**src/rtl/bp_table_pkg.sv**
```systemverilog
// Shared constants and default parameters for the branch-prediction table.
package bp_table_pkg;

  localparam int unsigned BP_MODE_BIMODAL = 0;
  localparam int unsigned BP_MODE_GSHARE  = 1;

  localparam int unsigned BP_DEF_ENTRIES  = 64;
  localparam int unsigned BP_DEF_TAG_W    = 8;
  localparam int unsigned BP_DEF_CTR_W    = 2;
  localparam int unsigned BP_DEF_HIST_W   = 6;
  localparam int unsigned BP_DEF_PERF_W   = 32;

  localparam int unsigned BP_PC_W         = 32;
  localparam int unsigned BP_TGT_W        = 30;

  // Sequential fall-through address; wraps modulo 2^32.
  function automatic logic [BP_PC_W-1:0] bp_pc_plus4(input logic [BP_PC_W-1:0] pc);
    return pc + BP_PC_W'(4);
  endfunction

endpackage

```
**src/rtl/bp_table_if.sv**
```systemverilog
// Lookup, training and performance-counter signals of the prediction table.
interface bp_table_if
  import bp_table_pkg::*;
#(
  parameter int unsigned IDX_W  = 6,
  parameter int unsigned PERF_W = 32
);

  logic [BP_PC_W-1:0] pc_i;
  logic               lookup_valid_i;
  logic               pred_taken_o;
  logic [BP_PC_W-1:0] pred_target_o;
  logic [IDX_W-1:0]   pred_idx_o;

  logic               upd_valid_i;
  logic [IDX_W-1:0]   upd_idx_i;
  logic [BP_PC_W-1:0] upd_pc_i;
  logic               upd_taken_i;
  logic [BP_PC_W-1:0] upd_target_i;
  logic               upd_mispredict_i;
  logic               clear_i;

  logic [PERF_W-1:0]  perf_lookups_o;
  logic [PERF_W-1:0]  perf_mispredicts_o;

  modport slave (
    input  pc_i, lookup_valid_i,
    input  upd_valid_i, upd_idx_i, upd_pc_i, upd_taken_i, upd_target_i,
    input  upd_mispredict_i, clear_i,
    output pred_taken_o, pred_target_o, pred_idx_o,
    output perf_lookups_o, perf_mispredicts_o
  );

  modport master (
    output pc_i, lookup_valid_i,
    output upd_valid_i, upd_idx_i, upd_pc_i, upd_taken_i, upd_target_i,
    output upd_mispredict_i, clear_i,
    input  pred_taken_o, pred_target_o, pred_idx_o,
    input  perf_lookups_o, perf_mispredicts_o
  );

endinterface

```
**src/rtl/bp_sat_ctr.sv**
```systemverilog
// Next-state function of an up/down saturating direction counter.
module bp_sat_ctr #(
  parameter int unsigned CTR_W = 2
) (
  input  logic [CTR_W-1:0] ctr_i,
  input  logic             inc_i,
  output logic [CTR_W-1:0] ctr_o
);

  localparam logic [CTR_W-1:0] CTR_MAX = '1;

  // Step toward the observed direction, holding at either end.
  always_comb begin
    ctr_o = ctr_i;
    if (inc_i) begin
      if (ctr_i != CTR_MAX) ctr_o = ctr_i + CTR_W'(1);
    end else begin
      if (ctr_i != '0) ctr_o = ctr_i - CTR_W'(1);
    end
  end

endmodule

```
**src/rtl/bp_table.sv**
```systemverilog
// Tagged BTB with saturating direction counters, bimodal or gshare indexed,
// combinational lookup and ID-stage training.
module bp_table
  import bp_table_pkg::*;
#(
  parameter int unsigned ENTRIES = BP_DEF_ENTRIES,
  parameter int unsigned TAG_W   = BP_DEF_TAG_W,
  parameter int unsigned CTR_W   = BP_DEF_CTR_W,
  parameter int unsigned MODE    = BP_MODE_BIMODAL,
  parameter int unsigned HIST_W  = BP_DEF_HIST_W,
  parameter int unsigned PERF_W  = BP_DEF_PERF_W
) (
  input  logic       clk,
  input  logic       rst,
  bp_table_if.slave  bus
);

  localparam int unsigned IDX_W = $clog2(ENTRIES);
  localparam logic [CTR_W-1:0] CTR_WEAK_T = CTR_W'(1) << (CTR_W - 1);

  // Entry storage lives in flops so lookup can be combinational.
  logic [ENTRIES-1:0]  valid_q;
  logic [TAG_W-1:0]    tag_q [ENTRIES];
  logic [CTR_W-1:0]    ctr_q [ENTRIES];
  logic [BP_TGT_W-1:0] tgt_q [ENTRIES];

  logic [HIST_W-1:0]   ghr_q, ghr_d;
  logic [PERF_W-1:0]   lookups_q, lookups_d;
  logic [PERF_W-1:0]   mispred_q, mispred_d;

  logic [IDX_W-1:0]    hist_idx;
  logic [IDX_W-1:0]    lk_idx;
  logic                lk_hit, lk_taken;
  logic [IDX_W-1:0]    ui;
  logic [TAG_W-1:0]    upd_tag;
  logic                upd_hit;
  logic [CTR_W-1:0]    upd_ctr_sat;
  logic                ent_wr, ent_alloc, tgt_wr;
  logic [CTR_W-1:0]    ent_ctr_d;

  function automatic logic [IDX_W-1:0] idx_of(input logic [BP_PC_W-1:0] pc,
                                               input logic [IDX_W-1:0]   hist);
    return pc[IDX_W+1:2] ^ hist;
  endfunction

  function automatic logic [TAG_W-1:0] tag_of(input logic [BP_PC_W-1:0] pc);
    return pc[IDX_W+TAG_W+1:IDX_W+2];
  endfunction

  // History only perturbs the index in gshare mode.
  assign hist_idx = (MODE == BP_MODE_GSHARE) ? IDX_W'(ghr_q) : '0;

  // Combinational lookup off the IF-stage PC.
  always_comb begin
    lk_idx   = idx_of(bus.pc_i, hist_idx);
    lk_hit   = valid_q[lk_idx] && (tag_q[lk_idx] == tag_of(bus.pc_i));
    lk_taken = lk_hit && ctr_q[lk_idx][CTR_W-1];
  end

  assign bus.pred_taken_o  = lk_taken;
  assign bus.pred_idx_o    = lk_idx;
  assign bus.pred_target_o = lk_taken ? {tgt_q[lk_idx], 2'b00} : bp_pc_plus4(bus.pc_i);

  assign ui      = bus.upd_idx_i;
  assign upd_tag = tag_of(bus.upd_pc_i);
  assign upd_hit = valid_q[ui] && (tag_q[ui] == upd_tag);

  bp_sat_ctr #(.CTR_W(CTR_W)) u_sat_ctr (
    .ctr_i (ctr_q[ui]),
    .inc_i (bus.upd_taken_i),
    .ctr_o (upd_ctr_sat)
  );

  // Decide what the resolved branch writes into its entry; clear suppresses it.
  always_comb begin
    ent_wr    = 1'b0;
    ent_alloc = 1'b0;
    tgt_wr    = 1'b0;
    ent_ctr_d = ctr_q[ui];
    if (bus.upd_valid_i && !bus.clear_i) begin
      if (upd_hit) begin
        ent_wr    = 1'b1;
        ent_ctr_d = upd_ctr_sat;
        tgt_wr    = bus.upd_taken_i;
      end else if (bus.upd_taken_i) begin
        ent_wr    = 1'b1;
        ent_alloc = 1'b1;
        ent_ctr_d = CTR_WEAK_T;
        tgt_wr    = 1'b1;
      end
    end
  end

  // Table state; reset clears everything so an interrupted write leaves nothing behind.
  always_ff @(posedge clk or negedge rst) begin
    if (!rst) begin
      valid_q <= '0;
      for (int i = 0; i < int'(ENTRIES); i++) begin
        tag_q[i] <= '0;
        ctr_q[i] <= '0;
        tgt_q[i] <= '0;
      end
    end else begin
      if (bus.clear_i)    valid_q     <= '0;
      else if (ent_alloc) valid_q[ui] <= 1'b1;
      if (ent_wr)    ctr_q[ui] <= ent_ctr_d;
      if (ent_alloc) tag_q[ui] <= upd_tag;
      if (tgt_wr)    tgt_q[ui] <= bus.upd_target_i[BP_PC_W-1:2];
    end
  end

  // Non-speculative history and saturating performance counters.
  always_comb begin
    ghr_d     = ghr_q;
    lookups_d = lookups_q;
    mispred_d = mispred_q;
    if (bus.clear_i)          ghr_d = '0;
    else if (bus.upd_valid_i) ghr_d = HIST_W'({ghr_q, bus.upd_taken_i});
    if (bus.lookup_valid_i && (lookups_q != '1)) lookups_d = lookups_q + PERF_W'(1);
    if (bus.upd_valid_i && bus.upd_mispredict_i && (mispred_q != '1))
      mispred_d = mispred_q + PERF_W'(1);
  end

  // History and counter registers.
  always_ff @(posedge clk or negedge rst) begin
    if (!rst) begin
      ghr_q     <= '0;
      lookups_q <= '0;
      mispred_q <= '0;
    end else begin
      ghr_q     <= ghr_d;
      lookups_q <= lookups_d;
      mispred_q <= mispred_d;
    end
  end

  assign bus.perf_lookups_o     = lookups_q;
  assign bus.perf_mispredicts_o = mispred_q;

  // PC bits outside index/tag and target alignment bits carry no information here.
  logic unused_bits;
  assign unused_bits = ^{bus.pc_i, bus.upd_pc_i, bus.upd_target_i, ghr_q};

endmodule

```
**src/flat_wrapper.sv**
```systemverilog
// flat-port wrapper written by rule: the top's interface ports become plain ports
module bp_table_flat import bp_table_pkg::*;
#(
  parameter int unsigned ENTRIES = BP_DEF_ENTRIES,
  parameter int unsigned TAG_W   = BP_DEF_TAG_W,
  parameter int unsigned CTR_W   = BP_DEF_CTR_W,
  parameter int unsigned MODE    = BP_MODE_BIMODAL,
  parameter int unsigned HIST_W  = BP_DEF_HIST_W,
  parameter int unsigned PERF_W  = BP_DEF_PERF_W
)
  (clk, rst, bus_pc_i, bus_lookup_valid_i, bus_upd_valid_i, bus_upd_idx_i, bus_upd_pc_i, bus_upd_taken_i, bus_upd_target_i, bus_upd_mispredict_i, bus_clear_i, bus_pred_taken_o, bus_pred_target_o, bus_pred_idx_o, bus_perf_lookups_o, bus_perf_mispredicts_o);
  bp_table_if #(.IDX_W(6), .PERF_W(PERF_W)) bus_i ();
  input  logic clk;
  input  logic rst;
  input wire logic [$bits(bus_i.pc_i)-1:0] bus_pc_i;
  input wire logic [$bits(bus_i.lookup_valid_i)-1:0] bus_lookup_valid_i;
  input wire logic [$bits(bus_i.upd_valid_i)-1:0] bus_upd_valid_i;
  input wire logic [$bits(bus_i.upd_idx_i)-1:0] bus_upd_idx_i;
  input wire logic [$bits(bus_i.upd_pc_i)-1:0] bus_upd_pc_i;
  input wire logic [$bits(bus_i.upd_taken_i)-1:0] bus_upd_taken_i;
  input wire logic [$bits(bus_i.upd_target_i)-1:0] bus_upd_target_i;
  input wire logic [$bits(bus_i.upd_mispredict_i)-1:0] bus_upd_mispredict_i;
  input wire logic [$bits(bus_i.clear_i)-1:0] bus_clear_i;
  output wire logic [$bits(bus_i.pred_taken_o)-1:0] bus_pred_taken_o;
  output wire logic [$bits(bus_i.pred_target_o)-1:0] bus_pred_target_o;
  output wire logic [$bits(bus_i.pred_idx_o)-1:0] bus_pred_idx_o;
  output wire logic [$bits(bus_i.perf_lookups_o)-1:0] bus_perf_lookups_o;
  output wire logic [$bits(bus_i.perf_mispredicts_o)-1:0] bus_perf_mispredicts_o;
  assign bus_i.pc_i = bus_pc_i;
  assign bus_i.lookup_valid_i = bus_lookup_valid_i;
  assign bus_i.upd_valid_i = bus_upd_valid_i;
  assign bus_i.upd_idx_i = bus_upd_idx_i;
  assign bus_i.upd_pc_i = bus_upd_pc_i;
  assign bus_i.upd_taken_i = bus_upd_taken_i;
  assign bus_i.upd_target_i = bus_upd_target_i;
  assign bus_i.upd_mispredict_i = bus_upd_mispredict_i;
  assign bus_i.clear_i = bus_clear_i;
  assign bus_pred_taken_o = bus_i.pred_taken_o;
  assign bus_pred_target_o = bus_i.pred_target_o;
  assign bus_pred_idx_o = bus_i.pred_idx_o;
  assign bus_perf_lookups_o = bus_i.perf_lookups_o;
  assign bus_perf_mispredicts_o = bus_i.perf_mispredicts_o;
  bp_table #(.ENTRIES(ENTRIES), .TAG_W(TAG_W), .CTR_W(CTR_W), .MODE(MODE), .HIST_W(HIST_W), .PERF_W(PERF_W)) u_core (.clk(clk), .rst(rst), .bus(bus_i));
endmodule
```
**config.mk**
```make
export PLATFORM = sky130hd
export DESIGN_NAME = bp_table_flat
export DESIGN_NICKNAME = d
export VERILOG_FILES = /design/src/rtl/bp_table_pkg.sv /design/src/rtl/bp_table_if.sv /design/src/rtl/bp_sat_ctr.sv /design/src/rtl/bp_table.sv /design/src/flat_wrapper.sv
export SDC_FILE = /design/constraint.sdc
export NUM_CORES = 2
export LEC_CHECK = 0
export BUFFER_PORTS_ARGS = -buffer_cell sky130_fd_sc_hd__buf_4
export CAP_MARGIN = 10
export CORE_ASPECT_RATIO = 1.25
export CORE_MARGIN = 2
export CORE_UTILIZATION = 35
export DETAILED_ROUTE_END_ITERATION = 8
export MAX_ROUTING_LAYER = met4
export PLACE_DENSITY_LB_ADDON = 0.15
export SLEW_MARGIN = 20
export SYNTH_ARGS = -nofsm -noshare
export SYNTH_HDL_FRONTEND = slang
export SYNTH_SLANG_ARGS = --single-unit
```
**constraint.sdc**
```tcl
create_clock -name clk -period 8.4 [get_ports clk]
set_clock_uncertainty 0.15 [all_clocks]
set_input_delay 1.68 -clock clk [delete_from_list [all_inputs] [get_ports clk]]
set_output_delay 1.68 -clock clk [all_outputs]
set_load 0.1 [all_outputs]
```
== After elaboration in Yosys (flattened, before gate mapping) ==
Cells that the tools add are included.
Word-level totals
  latch bits: 0
  bits in read-only memories: 0
  bits in registers: 2688
  word-level logic and storage cells: 272
  memories: 0
  output and inout bits: 103
  RAM bits: 0
Cells by class
  multiplexer cells: 46
  shift operators: 0
  reductions and logical operators: 12
  eq/ne operators: 5
  magnitude comparators: 6
  bitwise operators: 3
  divide/modulo/power cells: 0
  $mul: 0
  $add $sub $neg: 5
Operators with widths (number)
  $bwmux W1920: 1
  $bwmux W512: 1
  $bmux W30 S6: 1
  $demux W30 S6: 1
  $bwmux W128: 1
  $mux W64: 2
  $bmux W8 S6: 2
  $mux W30: 3
  $add A32 B1 Y32 const B: 2
  $ne A32 B32 Y1 const B: 2
  $or A64 B64 Y64: 1
  $demux W8 S6: 1
  $mux W8: 5
  $add A32 B3 Y32 const B: 1
  $mux W32: 1
  $bmux W2 S6: 2
  $mux W2: 11
  $eq A8 B8 Y1: 2
  $ge A7 B7 Y1 const B: 2
  $lt A6 B7 Y1 const B: 2
  $not A6 Y7: 2
  $bmux W1 S6: 2
  $demux W2 S6: 1
  $mux W1: 10
  9 further kinds: 18

== Logic depth before layout (Yosys ltp) ==
  depth in word-level cells: 10
  depth in mapped cells: 19
  mapped depth without buffers: 10

== Modules after synthesis ==
From an unflattened synthesis, not the netlist that was laid out.
Second synthesis, totals
  cell total of the unflattened synthesis: 8736
  area, all modules: 130523.9 µm²
By module, submodules not included
  bp_table: area an instance 130497.7 µm², times used 1, cells each 8733
  bp_sat_ctr: area an instance 26.3 µm², times used 1, cells each 3

== Worst setup path after synthesis ==
OpenSTA, ideal clock, no wires.
  kind: in2out
  start: input bus_pc_i[2]
  end: output bus_pred_target_o[2]
  stages on the path: 12
  data required time: 6.570 ns
  slack: 0.148 ns
  data arrival time: 6.422 ns
  cell sequence: buf_2 -> buf_2 -> buf_1 -> mux4_2 -> mux4_2 -> mux2i_1 -> o21ai_0 -> xnor2_1 -> nand4_1 -> nor3_1 -> buf_2 -> mux2i_1
Between the ends
  longest elaborated chain between the ends: 8
  elaborated cells between the ends (all ways): 17
Ends and longest elaborated chain
  start, declared: line flat_wrapper.sv:15  | input wire logic [$bits(bus_i.pc_i)-1:0] bus_pc_i;
  $not A6 Y7 (not written as such): line bp_table.sv:56, bp_table.sv:57, bp_table.sv:62
  $bmux W8 S6: line bp_table.sv:56  | lk_hit = valid_q[lk_idx] && (tag_q[lk_idx] == tag_of(bus.pc_i));
  $mux W8 (not written as such) (2 in a row): line bp_table.sv:56
  $eq A8 B8 Y1: line bp_table.sv:56
  $logic_and A1 B1 Y1: line bp_table.sv:56
  $logic_and A1 B1 Y1: line bp_table.sv:57  | lk_taken = lk_hit && ctr_q[lk_idx][CTR_W-1];
  $mux W32 (*): line bp_table.sv:62  | assign bus.pred_target_o = lk_taken ? {tgt_q[lk_idx], 2'b00} : bp_pc_plus4(bus.pc_i);
  end, declared: line flat_wrapper.sv:25  | output wire logic [$bits(bus_i.pred_target_o)-1:0] bus_pred_target_o;
Mark *: on every way between the ends. The rest lies on a longest branch, timed or not. The select of a mux whose other input is x is not followed.

== Worst setup path in the final report ==
  start: input bus_pc_i[2]
  end: output bus_pred_target_o[26]
The elaborated chain is that of the path after synthesis.

==> tab_implementation.tex <==
\begin{tabular}{lr}
\hline
Metric & Value \\
\hline
\multicolumn{2}{l}{\textbf{Detailed routing}} \\
\quad Total wire length & between 400 and 500 mm \\
\quad Iter 0 DRT Violations & about 5,800 \\
\quad ANT nets after route & 0 \\
\quad Via count of the routed design & 76,390 \\
\quad Wirelength per Cell & 32.77 µm \\
\quad Number of search-and-repair iterations in the first detailed-routing pass & 6 \\
\quad Vias per cell & 5.749 \\
\quad Post-detailed-route DRC marker count & 0 \\
\multicolumn{2}{l}{\textbf{Global routing}} \\
\quad Via count of the first global-routing pass & 81,200 \\
\quad Aggregate global routing overflow & 0 \\
\quad Overall global routing resource usage & 0.2416 \\
\quad Number of antenna violations at the first check in global routing & 21 \\
\quad Wire length of the first global-routing pass & 623.8 mm \\
\quad Maximum number of pins on one net before global-route repair & 170 \\
\multicolumn{2}{l}{\textbf{Worst setup path}} \\
\quad Worst path slowest cell & xnor2\_1 \\
\quad Worst reg-to-reg setup slack & about 3.0 ns \\
\quad CP Max Fanout & 40 \\
\quad Launching element type of the critical path & primary input \\
\quad Critical path start-end classification & in -> out \\
\quad Depth of the worst register-to-register path & 11 \\
\quad Critical path capture point type & output pin \\
\quad Arrival time at the worst endpoint & 5.88 ns \\
\quad Worst-path cell chain & buf\_8 -> buf\_12 -> buf\_12 -> buf\_12 -> buf\_12 -> ha\_1 -> nand3\_1 -> nor3\_1 -> buf\_4 -> and3\_1 -> buf\_4 -> nand3\_1 -> xnor2\_1 -> buf\_4 -> mux2\_2 -> buf\_4 \\
\quad Required time of the critical path & 6.57 ns \\
\quad CP peak stage delay & 0.40 ns \\
\multicolumn{2}{l}{\textbf{Synthesis}} \\
\quad Synth unique cells & 76 \\
\quad Number of enable-type register cells in the synthesized netlist & 0 \\
\quad Number of warnings reported in the yosys synthesis log & 0 \\
\quad Gate Count Post-Synth & 8,243 \\
\quad Post-synthesis average cell area & between 15 and 20 µm² \\
\quad Synth async-reset ratio & 1.000 \\
\quad Most frequently used flop master after synthesis & dfrtp\_1 \\
\quad Netlist area before placement & 127,700 µm² \\
\quad Seq/Total Area, Yosys & 0.5269 \\
\quad Number of storage elements in the synthesis netlist & 2,688 \\
\quad Net Count, Synth & about 8,400 \\
\multicolumn{2}{l}{\textbf{STA}} \\
\quad Number of hold violations in the final report & 0 \\
\quad Final max-slew violation count & 0 \\
\quad Smallest setup slack after layout & 0.6896 ns \\
\quad Sum of negative setup slack & 0 ns \\
\quad Setup Viol. Count Final & 0 \\
\quad Maximum clock frequency & about 130 MHz \\
\quad Tcrit/Tclk final & 0.9179 \\
\quad Slew of the pin with the lowest slew margin & 1.160 ns \\
\quad Final period demand of the worst path & 7.710 ns \\
\quad Unrepaired setup endpoints after global routing & false \\
\quad Worst slew margin relative to its limit & 0.2228 \\
\multicolumn{2}{l}{\textbf{Floorplanning}} \\
\quad Cell row count & 247 \\
\quad Vertical die dimension & 679.2 µm \\
\quad Core region area & 362,500 µm² \\
\quad I/O pin count & 212 \\
\quad Initial core utilization & 0.3522 \\
\quad Die Wd & 544.2 µm \\
\quad Total die area & 369,600 µm² \\
\multicolumn{2}{l}{\textbf{Layout}} \\
\quad Most used cells in the layout excluding fill and tap cells & dfrtp\_1 (2,688), mux2\_2 (2,657), mux4\_2 (851) \\
\quad Fraction of layout cells with a size suffix above 1 & 0.5466 \\
\quad Number of non-filler instances in the completed layout & 13,290 \\
\quad Layout-stage area growth over the synthesis result & 13.82\% \\
\quad Most common library cell in the layout ignoring fill and taps & dfrtp\_1 \\
\quad Nets@finish & slightly above 8,000 \\
\multicolumn{2}{l}{\textbf{Clocking}} \\
\quad Deepest level of the CTS H-tree & 5 \\
\quad Clock network latency to the later pin of the worst-skew pair & 0.92 ns \\
\quad Cell chosen for the clock root & clkbuf\_16 \\
\quad Hold buffer count at cts & 0 \\
\quad Buffer levels on the longest clock path & 4 \\
\quad Clock buffer count from CTS & 302 \\
\quad Clock sink count & 2,688 \\
\quad CTS tree & done \\
\quad Post-CTS setup buffer count & 0 \\
\quad Clock transition at the register clock pins on the worst setup and hold paths after CTS & about 0.050 ns \\
\quad CTS resizes & 0 \\
\multicolumn{2}{l}{\textbf{Place}} \\
\quad Number of placed instances, taps included & about 13,000 \\
\quad Detailed placer's ending HPWL & about 270 mm \\
\quad Final RePlAce weighted congestion & a little under 0.9 \\
\quad Count of buffers inserted at the top-level ports & 185 \\
\quad Place WS & 0.5177 ns \\
\multicolumn{2}{l}{\textbf{Hold path}} \\
\quad Hold WC Path Type & reg -> reg \\
\quad Number of cells traversed by the worst hold path & 1 \\
\multicolumn{2}{l}{\textbf{Pwr}} \\
\quad Pwr per Cell Area & slightly above 200 nW/µm² \\
\quad IR drop worst, VDD & 348.0 µV \\
\quad Standby leakage power & 66.51 nW \\
\multicolumn{2}{l}{\textbf{Job}} \\
\quad MaxCap Viol Count & 0 \\
\multicolumn{2}{l}{\textbf{Status}} \\
\quad Result of the run & finished, final reports clean \\
\hline
\end{tabular}
[sequential cells by signal, indices dropped and copies added (netlist names)]
signal                         flops
u_core.tgt_q                    1920
u_core.tag_q                     512
u_core.ctr_q                     128
u_core.valid_q                    64
u_core.bus.perf_lookups_o         32
u_core.bus.perf_mispredicts_o     32
[worst max-delay path: cells and delay by family]
kind,cells,cell delay [ns]
buffers and inverters,9,2.27
AND/OR/NAND/NOR,4,0.76
XOR/XNOR,1,0.40
multiplexers,1,0.31
adder cells (fa/ha/maj),1,0.25
[worst paths after layout]
check                                                        startpoint                                            to
setup / recovery                                            bus_pc_i[2]                         bus_pred_target_o[26]
hold / removal             u_core.bus.perf_mispredicts_o[9]$_DFFE_PN0P_  u_core.bus.perf_mispredicts_o[9]$_DFFE_PN0P_
setup reg to reg                          u_core.tag_q[260]$_DFFE_PN0P_                  u_core.ctr_q[33]$_DFFE_PN0P_
hold reg to reg            u_core.bus.perf_mispredicts_o[9]$_DFFE_PN0P_  u_core.bus.perf_mispredicts_o[9]$_DFFE_PN0P_
max in group asynchronous                                           rst                 u_core.tgt_q[257]$_DFFE_PN0P_
min in group asynchronous                                           rst     u_core.bus.perf_lookups_o[11]$_DFFE_PN0P_
[layer usage]
metal	track usage	vias to the layer above	part of all wire
met1	0.3117	42420	0.42
met5	-	-	0
met3	0.03514	743	0.051
met4	0.08659	0	0.041
li1	-	31010	-
met2	0.3874	2220	0.49
[area by class of cell]
| type | count | area [µm²] |
|---|---|---|
| flip-flops and latches | 2688 | 67260 |
| clock buffers | 440 | 8891 |
| well taps | 4855 | 6075 |
| clock inverters | 88 | 984.7 |
| inverters | 19 | 71.32 |
| repair buffers | 463 | 4380 |
| fillers | 33190 | 217200 |
| multi-input cells | 4723 | 57610 |
| diodes | 11 | 27.53 |
[logic make-up after synthesis]
group | synth area share
adder cells (fa/ha/maj) | 0.0003725
buffers and inverters | 0.02621
flip-flops | 0.5269
multiplexers | 0.3896
AND/OR/NAND/NOR | 0.02173
AO/OA/AOI/OAI | 0.02795
XOR/XNOR | 0.007204
[through the flow]
| step | instance area, µm² | hold slack, ns | util | total power, mW |
|---|---|---|---|---|
| after floorplan | 127700 | 0.3219 | - | 15.86 |
| after global placement | 135400 | 0.3310 | 0.3734 | 16.90 |
| after detailed placement | 135400 | 0.3312 | 0.3734 | 16.99 |
| after CTS | 145200 | 0.3447 | 0.4007 | 30.57 |
| after global routing | 145300 | 0.3577 | 0.4008 | 31.34 |
| final | 145300 | 0.3421 | 0.4008 | 30.20 |
[cell usage after synthesis, drive strengths merged, types with 63 or more instances]
master     n  share of area
nor2     173         0.0051
mux2    2659           0.23
xnor2     73         0.0050
mux4     851           0.15
a21oi     94         0.0037
clkbuf   614          0.018
nand3     85         0.0034
buf      199         0.0075
mux2i     63         0.0049
a221oi    80         0.0055
nand2    173         0.0063
dfrtp   2688           0.53
[power by group]
part	total [mW]	internal, mW	switching, mW
combinational	2.84	1.16	1.68
clock	13.5	7.89	5.57
sequential	13.9	13.5	0.355
No activity file was read; power rests on OpenSTA's default activity.
